**config.mk**
```make
export PLATFORM = sky130hd
export DESIGN_NAME = curve_knot_loader
export DESIGN_NICKNAME = d
export VERILOG_FILES = /design/src/rtl/curve_knot_loader.sv
export SDC_FILE = /design/constraint.sdc
export NUM_CORES = 1
export LEC_CHECK = 0
export CORE_UTILIZATION = 28
export DETAILED_ROUTE_END_ITERATION = 7
export PLACE_DENSITY_LB_ADDON = 0.12
export SLEW_MARGIN = 20
export SYNTH_ARGS = -nofsm -noshare
export SYNTH_HDL_FRONTEND = slang
export SYNTH_SLANG_ARGS = --single-unit
```
**constraint.sdc**
```tcl
create_clock -name clk -period 3 [get_ports clk]
set_input_delay 0.9 -clock clk [delete_from_list [all_inputs] [get_ports clk]]
set_output_delay 0.9 -clock clk [all_outputs]
set_load 0.01 [all_outputs]
```
**src/rtl/curve_knot_loader.sv**
```systemverilog
// Knot table loader: streams 65 knots into a shadow table, swaps it into the active
// table on a frame boundary. Optional monotonicity check via CURVE_MONO_CHECK_EN.
module curve_knot_loader #(
  parameter int DW_Y  = 9,
  parameter int NKNOT = 65
) (
  input  logic            clk,
  input  logic            rst_n,
  input  logic            cfg_valid,
  output logic            cfg_ready,
  input  logic [DW_Y-1:0] cfg_data,
  input  logic            cfg_last,
  input  logic            cfg_abort,
  input  logic            frame_start,
  output logic [DW_Y-1:0] y1_0,  y1_1,  y1_2,  y1_3,  y1_4,  y1_5,  y1_6,  y1_7,
  output logic [DW_Y-1:0] y1_8,  y1_9,  y1_10, y1_11, y1_12, y1_13, y1_14, y1_15,
  output logic [DW_Y-1:0] y1_16, y1_17, y1_18, y1_19, y1_20, y1_21, y1_22, y1_23,
  output logic [DW_Y-1:0] y1_24, y1_25, y1_26, y1_27, y1_28, y1_29, y1_30, y1_31,
  output logic [DW_Y-1:0] y1_32, y1_33, y1_34, y1_35, y1_36, y1_37, y1_38, y1_39,
  output logic [DW_Y-1:0] y1_40, y1_41, y1_42, y1_43, y1_44, y1_45, y1_46, y1_47,
  output logic [DW_Y-1:0] y1_48, y1_49, y1_50, y1_51, y1_52, y1_53, y1_54, y1_55,
  output logic [DW_Y-1:0] y1_56, y1_57, y1_58, y1_59, y1_60, y1_61, y1_62, y1_63,
  output logic [DW_Y-1:0] y1_64,
  output logic            commit,
  output logic            err,
  output logic            busy
);

  localparam int IDXW = $clog2(NKNOT);
  localparam logic [IDXW-1:0] LAST_IDX = IDXW'(NKNOT - 1);
  localparam logic [DW_Y-1:0] KNOT_MAX = DW_Y'(256);

  typedef enum logic [1:0] {IDLE = 2'd0, LOAD = 2'd1, PEND = 2'd2} state_t;

  state_t          state_r, state_s;
  logic [IDXW-1:0] idx_r, idx_s;
  logic [DW_Y-1:0] shadow_r [NKNOT];
  logic [DW_Y-1:0] active_r [NKNOT];
  logic [DW_Y-1:0] clamp_s;
  logic            xfer_s, wr_en_s, copy_s, commit_s, err_s, mono_bad_s;

  function automatic logic [DW_Y-1:0] clamp_knot(input logic [DW_Y-1:0] v);
    return (v > KNOT_MAX) ? KNOT_MAX : v;
  endfunction

  assign clamp_s = clamp_knot(cfg_data);
  assign xfer_s  = cfg_valid && cfg_ready;

`ifdef CURVE_MONO_CHECK_EN
  logic [DW_Y-1:0] prev_r;

  // Last accepted clamped knot, reference for the non-decreasing check.
  always_ff @(posedge clk or negedge rst_n) begin
    if (!rst_n) prev_r <= '0;
    else if (wr_en_s) prev_r <= clamp_s;
  end

  assign mono_bad_s = (clamp_s < prev_r);
`else
  assign mono_bad_s = 1'b0;
`endif

  // Next-state: abort beats transfer and frame_start; a misplaced last marker rejects the load.
  always_comb begin
    state_s  = state_r;
    idx_s    = idx_r;
    wr_en_s  = 1'b0;
    copy_s   = 1'b0;
    commit_s = 1'b0;
    err_s    = 1'b0;
    case (state_r)
      IDLE: begin
        if (xfer_s && cfg_last) begin
          err_s = 1'b1;
        end else if (xfer_s) begin
          wr_en_s = 1'b1;
          idx_s   = IDXW'(1);
          state_s = LOAD;
        end else begin
          state_s = IDLE;
        end
      end
      LOAD: begin
        if (cfg_abort) begin
          state_s = IDLE;
          idx_s   = '0;
        end else if (xfer_s) begin
          if ((cfg_last != (idx_r == LAST_IDX)) || mono_bad_s) begin
            err_s   = 1'b1;
            state_s = IDLE;
            idx_s   = '0;
          end else if (cfg_last) begin
            wr_en_s = 1'b1;
            state_s = PEND;
          end else begin
            wr_en_s = 1'b1;
            idx_s   = idx_r + IDXW'(1);
          end
        end else begin
          state_s = LOAD;
        end
      end
      PEND: begin
        if (cfg_abort) begin
          state_s = IDLE;
          idx_s   = '0;
        end else if (frame_start) begin
          copy_s   = 1'b1;
          commit_s = 1'b1;
          state_s  = IDLE;
          idx_s    = '0;
        end else begin
          state_s = PEND;
        end
      end
      default: begin
        state_s = IDLE;
        idx_s   = '0;
      end
    endcase
  end

  // Control state and registered handshake/status outputs.
  always_ff @(posedge clk or negedge rst_n) begin
    if (!rst_n) begin
      state_r   <= IDLE;
      idx_r     <= '0;
      commit    <= 1'b0;
      err       <= 1'b0;
      busy      <= 1'b0;
      cfg_ready <= 1'b1;
    end else begin
      state_r   <= state_s;
      idx_r     <= idx_s;
      commit    <= commit_s;
      err       <= err_s;
      busy      <= (state_s != IDLE);
      cfg_ready <= (state_s != PEND);
    end
  end

  // Shadow table: filled one knot per accepted word.
  always_ff @(posedge clk or negedge rst_n) begin
    if (!rst_n) begin
      for (int k = 0; k < NKNOT; k++) shadow_r[k] <= '0;
    end else if (wr_en_s) begin
      shadow_r[idx_r] <= clamp_s;
    end
  end

  // Active table: identity ramp out of reset, replaced whole on commit.
  always_ff @(posedge clk or negedge rst_n) begin
    if (!rst_n) begin
      for (int k = 0; k < NKNOT; k++) active_r[k] <= DW_Y'(4 * k);
    end else if (copy_s) begin
      for (int k = 0; k < NKNOT; k++) active_r[k] <= shadow_r[k];
    end
  end

  assign y1_0  = active_r[0];  assign y1_1  = active_r[1];  assign y1_2  = active_r[2];  assign y1_3  = active_r[3];
  assign y1_4  = active_r[4];  assign y1_5  = active_r[5];  assign y1_6  = active_r[6];  assign y1_7  = active_r[7];
  assign y1_8  = active_r[8];  assign y1_9  = active_r[9];  assign y1_10 = active_r[10]; assign y1_11 = active_r[11];
  assign y1_12 = active_r[12]; assign y1_13 = active_r[13]; assign y1_14 = active_r[14]; assign y1_15 = active_r[15];
  assign y1_16 = active_r[16]; assign y1_17 = active_r[17]; assign y1_18 = active_r[18]; assign y1_19 = active_r[19];
  assign y1_20 = active_r[20]; assign y1_21 = active_r[21]; assign y1_22 = active_r[22]; assign y1_23 = active_r[23];
  assign y1_24 = active_r[24]; assign y1_25 = active_r[25]; assign y1_26 = active_r[26]; assign y1_27 = active_r[27];
  assign y1_28 = active_r[28]; assign y1_29 = active_r[29]; assign y1_30 = active_r[30]; assign y1_31 = active_r[31];
  assign y1_32 = active_r[32]; assign y1_33 = active_r[33]; assign y1_34 = active_r[34]; assign y1_35 = active_r[35];
  assign y1_36 = active_r[36]; assign y1_37 = active_r[37]; assign y1_38 = active_r[38]; assign y1_39 = active_r[39];
  assign y1_40 = active_r[40]; assign y1_41 = active_r[41]; assign y1_42 = active_r[42]; assign y1_43 = active_r[43];
  assign y1_44 = active_r[44]; assign y1_45 = active_r[45]; assign y1_46 = active_r[46]; assign y1_47 = active_r[47];
  assign y1_48 = active_r[48]; assign y1_49 = active_r[49]; assign y1_50 = active_r[50]; assign y1_51 = active_r[51];
  assign y1_52 = active_r[52]; assign y1_53 = active_r[53]; assign y1_54 = active_r[54]; assign y1_55 = active_r[55];
  assign y1_56 = active_r[56]; assign y1_57 = active_r[57]; assign y1_58 = active_r[58]; assign y1_59 = active_r[59];
  assign y1_60 = active_r[60]; assign y1_61 = active_r[61]; assign y1_62 = active_r[62]; assign y1_63 = active_r[63];
  assign y1_64 = active_r[64];

endmodule
```
== Word-level counts from Yosys, hierarchy flattened ==
Cells that the tools add are included.
W data, S select, Z words.

* Bits in registers: 1183
* Input bits: 15
* Word-level logic and storage cells: 193

* $add $sub $neg: 1
* $lt $le $gt $ge: 3
* Equal/unequal tests: 10
* Muxes and demuxes: 36
* Bitwise gates (word level): 1
* Reduce and logical (&&, ||, !) cells: 6

{| class="wikitable"
|+ Operator list
! kind !! count
|-
| $bwmux W585 || 1
|-
| $demux W9 S7 || 1
|-
| $mux W7 || 8
|-
| $pmux W7 S3 || 1
|-
| $mux W9 || 2
|-
| $mux W2 || 7
|-
| $mux W1 || 13
|-
| $gt A9 B9 Y1 const B || 1
|-
| $ge A8 B8 Y1 const B || 1
|-
| $lt A8 B1 Y1 const B || 1
|-
| $not A7 Y8 || 1
|-
| $add A7 B1 Y7 const B || 1
|-
| $eq A7 B7 Y1 const B || 1
|-
| $ne A2 B2 Y1 const B || 3
|-
| $ne A3 B3 Y1 const B || 2
|-
| $pmux W2 S3 || 1
|-
| $reduce_and A5 Y1 || 1
|-
| $ne A4 B4 Y1 const B || 1
|-
| $pmux W1 S2 || 2
|-
| $logic_and A1 B1 Y1 || 3
|-
| $eq A2 B1 Y1 const B || 1
|-
| $eq A2 B2 Y1 const B || 1
|-
| $logic_not A2 Y1 || 1
|-
| $reduce_bool A2 Y1 || 1
|-
| $ne A1 B1 Y1 || 1
|}

== Depth between registers and ports, before layout ==
Gate-level depths: netlist of run 1.

* Word-level depth: 7
* Gate-level depth with buffers: 11
* Gate-level depth less buffers: 7

== Least setup slack after synthesis of run 1 ==
Ideal clock, no wire load.

* Kind: input to register
* Start: input port cfg_abort
* End: register shadow_r[225] (netlist name)
* Arrival time: 2685 ps
* Required time: 2875 ps
* Setup slack: 190 ps
* Stages: 6
* Path buffers: 1
* Cells stage by stage: or3b_1 > clkbuf_1 > o31ai_4 > o21ai_2 > nor4_4 > mux2_2

* Cells in the longest elaborated chain, start to end: 2

{| class="wikitable"
|+ RTL lines
! element !! RTL line !! source
|-
| start, declared || 13 || <nowiki>input logic cfg_abort,</nowiki>
|-
| $mux W1 || 84 || <nowiki>if (cfg_abort) begin</nowiki>
|-
| $pmux W1 S2 || 71 || <nowiki>case (state_r)</nowiki>
|-
| end signal, assigned by index || 147 || <nowiki>shadow_r[idx_r] <= clamp_s;</nowiki>
|-
| end, declared || 37 || <nowiki>logic [DW_Y-1:0] shadow_r [NKNOT];</nowiki>
|}

Every way passes these cells.
A chain may end at the register's enable or synchronous reset.

== Worst setup path after layout of run 1 ==
* Start: register active_r (netlist bit y1_39[4])
* End: output port y1_39[4]

{| class="wikitable"
|+ RTL lines
! element !! RTL line !! source
|-
| start, declared || 38 || <nowiki>logic [DW_Y-1:0] active_r [NKNOT];</nowiki>
|-
| end, declared || 19 || <nowiki>output logic [DW_Y-1:0] y1_32, y1_33, y1_34, y1_35, y1_36, y1_37, y1_38, y1_39,</nowiki>
|}

No word-level cell between the ends.

==> results of run 1 <==
through the flow:
stage / setup WS (ns) / total power, uW / hold WS (ns) / instances / utilization
2_1_floorplan: 0.190 / 16700 / 0.444 / 3036 / -
3_3_place_gp: -0.365 / 17700 / 0.456 / 5780 / 0.356
3_5_place_dp: -0.370 / 17700 / 0.464 / 5780 / 0.356
4_1_cts: 0.0697 / 35100 / 0.103 / 6035 / 0.386
5_1_grt: 0.0846 / 35800 / 0.112 / 6035 / 0.386
6_report: 0.150 / 34400 / 0.135 / 6035 / 0.386
path summary, 6_finish.rpt:
| path | to | slack, ns | cells past startpoint |
|---|---|---|---|
| worst min register to register | shadow_r[351] | 0.47 | 2 |
| min in group clk | shadow_r[351] | 0.47 | 2 |
| worst min-delay path | y1_64[2] | 0.14 | 1 |
| worst max-delay path | y1_39[4] | 0.15 | 1 |
| max in group asynchronous | y1_38[3] | 1.87 | 2 |
| worst max register to register | shadow_r[297] | 0.35 | 8 |
cells in the mapped netlist, types with 3 or more instances:
master	count
nor2b_1	13
nand3_1	5
nand2b_1	10
dfstp_2	194
xnor2_1	3
buf_2	7
or2_2	3
o21ai_0	289
clkbuf_1	171
nand3b_1	3
dfrtp_1	989
o2111ai_1	17
o2111ai_4	10
buf_1	6
nand2_1	320
o21ai_1	18
inv_1	4
nor2_1	32
nor2_2	14
nor3_1	3
a21oi_1	4
buf_6	3
o2111ai_2	10
mux2_2	865
nor4b_1	4
power by group:
group | internal [uW] | switching [uW]
clock | 10100 | 6960
sequential | 16100 | 64.8
combinational | 308 | 898
total | 26500 | 7920
metal layers:
| metal | vias up | share of wire | global-route usage | wire length (um) |
|---|---|---|---|---|
| met5 | - | 0.00038 | 0 | 55 |
| met4 | 8 | 0.031 | 0.0599 | 4500 |
| met3 | 206 | 0.065 | 0.0540 | 9310 |
| met2 | 632 | 0.45 | 0.277 | 65400 |
| met1 | 13979 | 0.45 | 0.242 | 64800 |
| li1 | 12278 | - | - | - |
repair_timing:
item	4_1_cts	5_1_grt
endpoints found under the setup margin	1	0
hold buffers	0	0
resized for setup	1	0
kinds of logic (layout without fill, tap and decap cells):
kind of cell	count (synthesis)	count (layout)	share of synthesized area
XOR/XNOR	3	3	0.000590
buffers and inverters	193	1134	0.0171
AO/OA/AOI/OAI	365	365	0.0509
multiplexers	867	867	0.219
adder cells (fa/ha/maj)	2	2	0.000562
AND/OR/NAND/NOR	423	423	0.0410
flip-flops	1183	1183	0.671
cell type report:
| type | instances | area, um2 |
|---|---|---|
| Clock buffer | 219 | 4190 |
| Clock inverter | 36 | 448 |
| Fill cell | 14942 | 96400 |
| Inverter | 4 | 15.0 |
| Multi-Input combinational cell | 1660 | 14000 |
| Sequential cell | 1183 | 29800 |
| Tap cell | 2058 | 2570 |
| Timing Repair Buffer | 875 | 9410 |
==> run_results.csv, run 1 <==
group,metric,value,unit
detailed_routing,dr.pass1.iters,5,
placement,place.port_buffers,603,
die,die_area,161000,um2
clock_network,cts_setup_buffers,0,
detailed_routing,vias,27103,
sta,skew,0.0268,ns
min_path,hp-class,"input pin to asynchronous set/reset pin",
run_status,status,"finished clean",
clock_network,clk_latency,0.76,ns
finish,syn2layout_area_growth,36.0,%
sta,fin_tns_setup,0,ns
detailed_routing,drtAntennaViolNets,0,
finish,fin_nets,3880,
finish,layout_common_cells,"dfrtp_1 (989), mux2_2 (865), clkdlybuf4s50_1 (600), nand2_1 (320), o21ai_0 (289)",
finish,largest_reg_flops,585,
synthesis,synth_area_per_cell,14.7,um2
global_route,grt_max_degree,84,
placement,placed_area,55900,um2
run,drv_cap,0,
sta,hold_violations,0,
critical_path,startpoint,"y1_39[4]",
power,ir_drop,0.478,mV
critical_path,critPathSlowestCell,"clkdlybuf4s50_1",
finish,regMostFlops,"shadow_r",
critical_path,worst-path-max-fanout,2,
die,coreArea,157000,um2
critical_path,cpPeakStageDelay,0.68,ns
power,p_leak,0.0274,uW
critical_path,worstPathCellList,"clkdlybuf4s50_1",
clock_network,clk_path_buf_depth,3,
critical_path,required,2.10,ns
sta,fmax,351,MHz
global_route,grt_pass1_vias,28451,
finish,diodes,0,
critical_path,r2r_start,"idx_r[3]",
global_route,grt_antenna_before_repair,18,
detailed_routing,wl_per_cell,23.9,um
sta,fin_crit_sh,0.950,
clock_network,numCtsBuffers,139,
finish,layout-drive-gt1-share,0.406,
placement,place.gp.congestion,0.740,
finish,fin_area,60500,um2
synthesis,synthDistinctLibCells,54,
critical_path,worstSetupPathType,"register to output pin",
synthesis,ys_seq_area_frac,0.671,
clock_network,cts_root_buffer,"clkbuf_16",
sta,finalCriticalPeriod,2.85,ns
sta,setup_violations,0,
critical_path,cp.arrival,1.95,ns
clock_network,cts_tree,"built",
die,initial_core_util,0.284,
synthesis,synth-edff-count,0,
critical_path,start_kind,"register",
clock_network,clk_pin_slew,0.06,ns
critical_path,cp_top_family,"buffers and inverters",
die,rows,145,
placement,dp_hpwl,98800,um
sta,slew_headroom,0.527,
critical_path,critical_path_buf_inv_count,1,
synthesis,synth_top_cell_area_share,0.556,
clock_network,clock_sinks,1183,
synthesis,ys_ff_latch,1183,
detailed_routing,drt_drc_violations_left,0,
detailed_routing,vias_per_cell,4.49,
global_route,grt_pass1_wl,212000,um
synthesis,synthArstFlopShare,1.00,
finish,final_common_cell,"dfrtp_1",
synthesis,yosysWarnings,0,
global_route,grt_overflow,0,
detailed_routing,drtIter0Drc,1032,
synthesis,synth_area_leaders,"dfrtp_1 (56%), mux2_2 (22%), dfstp_2 (11%), o21ai_0 (3.2%), nand2_1 (2.7%)",
synthesis,syn-num-nets,3053,
synthesis,synth_cells,3036,
synthesis,synthFlopType,"dfrtp_1",
die,die_h,401,um
power,p_per_area,568,nW/um2
synthesis,netlist_area,44500,um2
sta,drv_slew,0,
synthesis,yosysTopAreaCell,"dfrtp_1",
critical_path,worst_setup_path_end_kind,"output pin",
detailed_routing,drt-total-wl,144000,um
sta,worst_slew_pin_slew,0.710,ns
sta,rsz0062_at_grt,"false",
die,num_io_pins,604,
die,die_w,401,um
global_route,track_usage,0.180,
clock_network,htree_levels,4,
(Power assumes the default switching activity.)
==> inputs of run 2 (changes only) <==
Settings changed: CORE_ASPECT_RATIO set to 2.
==> run 2 against run 1 <==
Net effect: highest routed layer unchanged; sequential share of layout area rose by 1.0 points; setup slack better by 0.049 ns; non-clock buffer count decreased by 33; routed wire length decreased by 2.6%; critical path depth is the same; combinational power decreased by 6%; total power decreased by 6.9%; core utilization decreased by 1.0 points; design area fell by 2.1%; cell count decreased by 0.88%; sequential power about the same; worst hold slack better by 0.10 ns.
==> run_results.csv, run 2 (same netlist as run 1, synthesis figures left out) <==
group,metric,value,unit
placement,place.port_buffers,603,
critical_path,worstPathCellList,"clkdlybuf4s50_1",
die,die_h,566,um
sta,drv_slew,0,
placement,place.gp.congestion,0.800,
global_route,grt_overflow,0,
critical_path,critical_path_buf_inv_count,1,
clock_network,clk_path_buf_depth,3,
finish,post-route-util,0.376,
detailed_routing,vias,26668,
critical_path,required,2.10,ns
finish,syn2layout_area_growth,33.1,%
die,rows,206,
detailed_routing,vias_per_cell,4.46,
clock_network,cts_tree,"built",
critical_path,cpPeakStageDelay,0.69,ns
sta,fin_ws,0.199,ns
clock_network,cts_setup_buffers,0,
critical_path,cp.arrival,1.90,ns
sta,hold_violations,0,
sta,setup_violations,0,
global_route,grt_antenna_before_repair,10,
finish,largest_reg_flops,585,
power,p_per_area,540,nW/um2
global_route,grt_pass1_vias,28901,
clock_network,clk_latency,0.70,ns
finish,layout-drive-gt1-share,0.398,
clock_network,cts_hold_buffers,0,
min_path,hp-class,"input pin to asynchronous set/reset pin",
die,coreArea,158000,um2
finish,regMostFlops,"shadow_r",
critical_path,cp_top_family,"buffers and inverters",
run,drv_cap,0,
die,die_w,284,um
global_route,track_usage,0.176,
sta,finalCriticalPeriod,2.80,ns
critical_path,critPathSlowestCell,"clkdlybuf4s50_1",
finish,layout_common_cells,"dfrtp_1 (989), mux2_2 (865), clkdlybuf4s50_1 (601), nand2_1 (320), o21ai_0 (289)",
sta,slew_headroom,0.521,
run_status,status,"finished clean",
detailed_routing,dr.pass1.iters,4,
clock_network,htree_levels,3,
detailed_routing,drtAntennaViolNets,0,
sta,fmax,357,MHz
placement,dp_hpwl,97500,um
sta,fin_crit_sh,0.934,
global_route,grt_max_degree,93,
detailed_routing,drt_drc_violations_left,0,
finish,final_common_cell,"dfrtp_1",
critical_path,start_kind,"register",
power,p_leak,0.0268,uW
power,ir_drop,0.501,mV
clock_network,numCtsBuffers,111,
critical_path,worst_setup_path_end_kind,"output pin",
die,num_io_pins,604,
detailed_routing,drtIter0Drc,1116,
power,p_total,32000,uW
detailed_routing,wl_per_cell,23.5,um
sta,skew,0.0210,ns
clock_network,cts.repair.resized,0,
finish,fin_nets,3819,
sta,worst_slew_pin_slew,0.718,ns
placement,place_ws,-0.411,ns
die,die_area,161000,um2
clock_network,clock_sinks,1183,
clock_network,cts_root_buffer,"clkbuf_16",
detailed_routing,drt-total-wl,140000,um
sta,whs,0.235,ns
clock_network,clk_pin_slew,0.07,ns
sta,rsz0062_at_grt,"false",
die,initial_core_util,0.282,
critical_path,worstSetupPathType,"register to output pin",
critical_path,worst-path-max-fanout,2,
global_route,grt_pass1_wl,209000,um
[run 2: final timing paths]
kind                               start            end  slack (ns)  cells past startpoint
min in group clk           shadow_r[128]  shadow_r[128]        0.47                      2
hold / removal                     rst_n       y1_38[8]        0.23                      1
setup reg to reg                idx_r[3]  shadow_r[489]        0.41                      8
max in group asynchronous          rst_n       y1_49[6]        1.86                      2
setup / recovery                 y1_6[3]        y1_6[3]        0.20                      1
hold reg to reg            shadow_r[128]  shadow_r[128]        0.47                      2
[run 2: layer usage]
layer	GRT usage	wire, um
met1	0.208	56200
met2	0.307	71200
met3	0.0517	9730
met4	0.0458	3110
met5	0	27
[run 2: power by group]
group / internal, uW / total, uW / leakage (uW) / switching, uW
Sequential: 16100 / 16100 / 0.0158 / 61.2
Combinational: 289 / 1140 / 0.00917 / 856
Clock: 8290 / 14700 / 0.00185 / 6460
[run 2: layout make-up]
| class | count | area, um2 |
|---|---|---|
| diodes | 2 | 5.00 |
| clock buffers | 166 | 3240 |
| clock inverters | 45 | 546 |
| fillers | 15277 | 98500 |
| inverters | 4 | 15.0 |
| multi-input cells | 1660 | 14100 |
| flip-flops and latches | 1183 | 29800 |
| well taps | 2080 | 2600 |
| repair buffers | 842 | 8910 |
[run 2: through the flow]
step / area [um2] / setup TNS, ns / cells
2_1_floorplan: 44500 / 0 / 3036
3_3_place_gp: 55500 / -94.00 / 5769
3_5_place_dp: 55500 / -99.16 / 5769
4_1_cts: 59300 / 0 / 5980
5_1_grt: 59300 / 0 / 5981
6_report: 59300 / 0 / 5982
==> inputs of run 3 (changes only) <==
Settings changed: CTS_CLUSTER_SIZE set to 40, HOLD_SLACK_MARGIN set to 0.02.
==> results of run 3 <==
The final DEF is identical to that of run 2; final timing and power are the same.
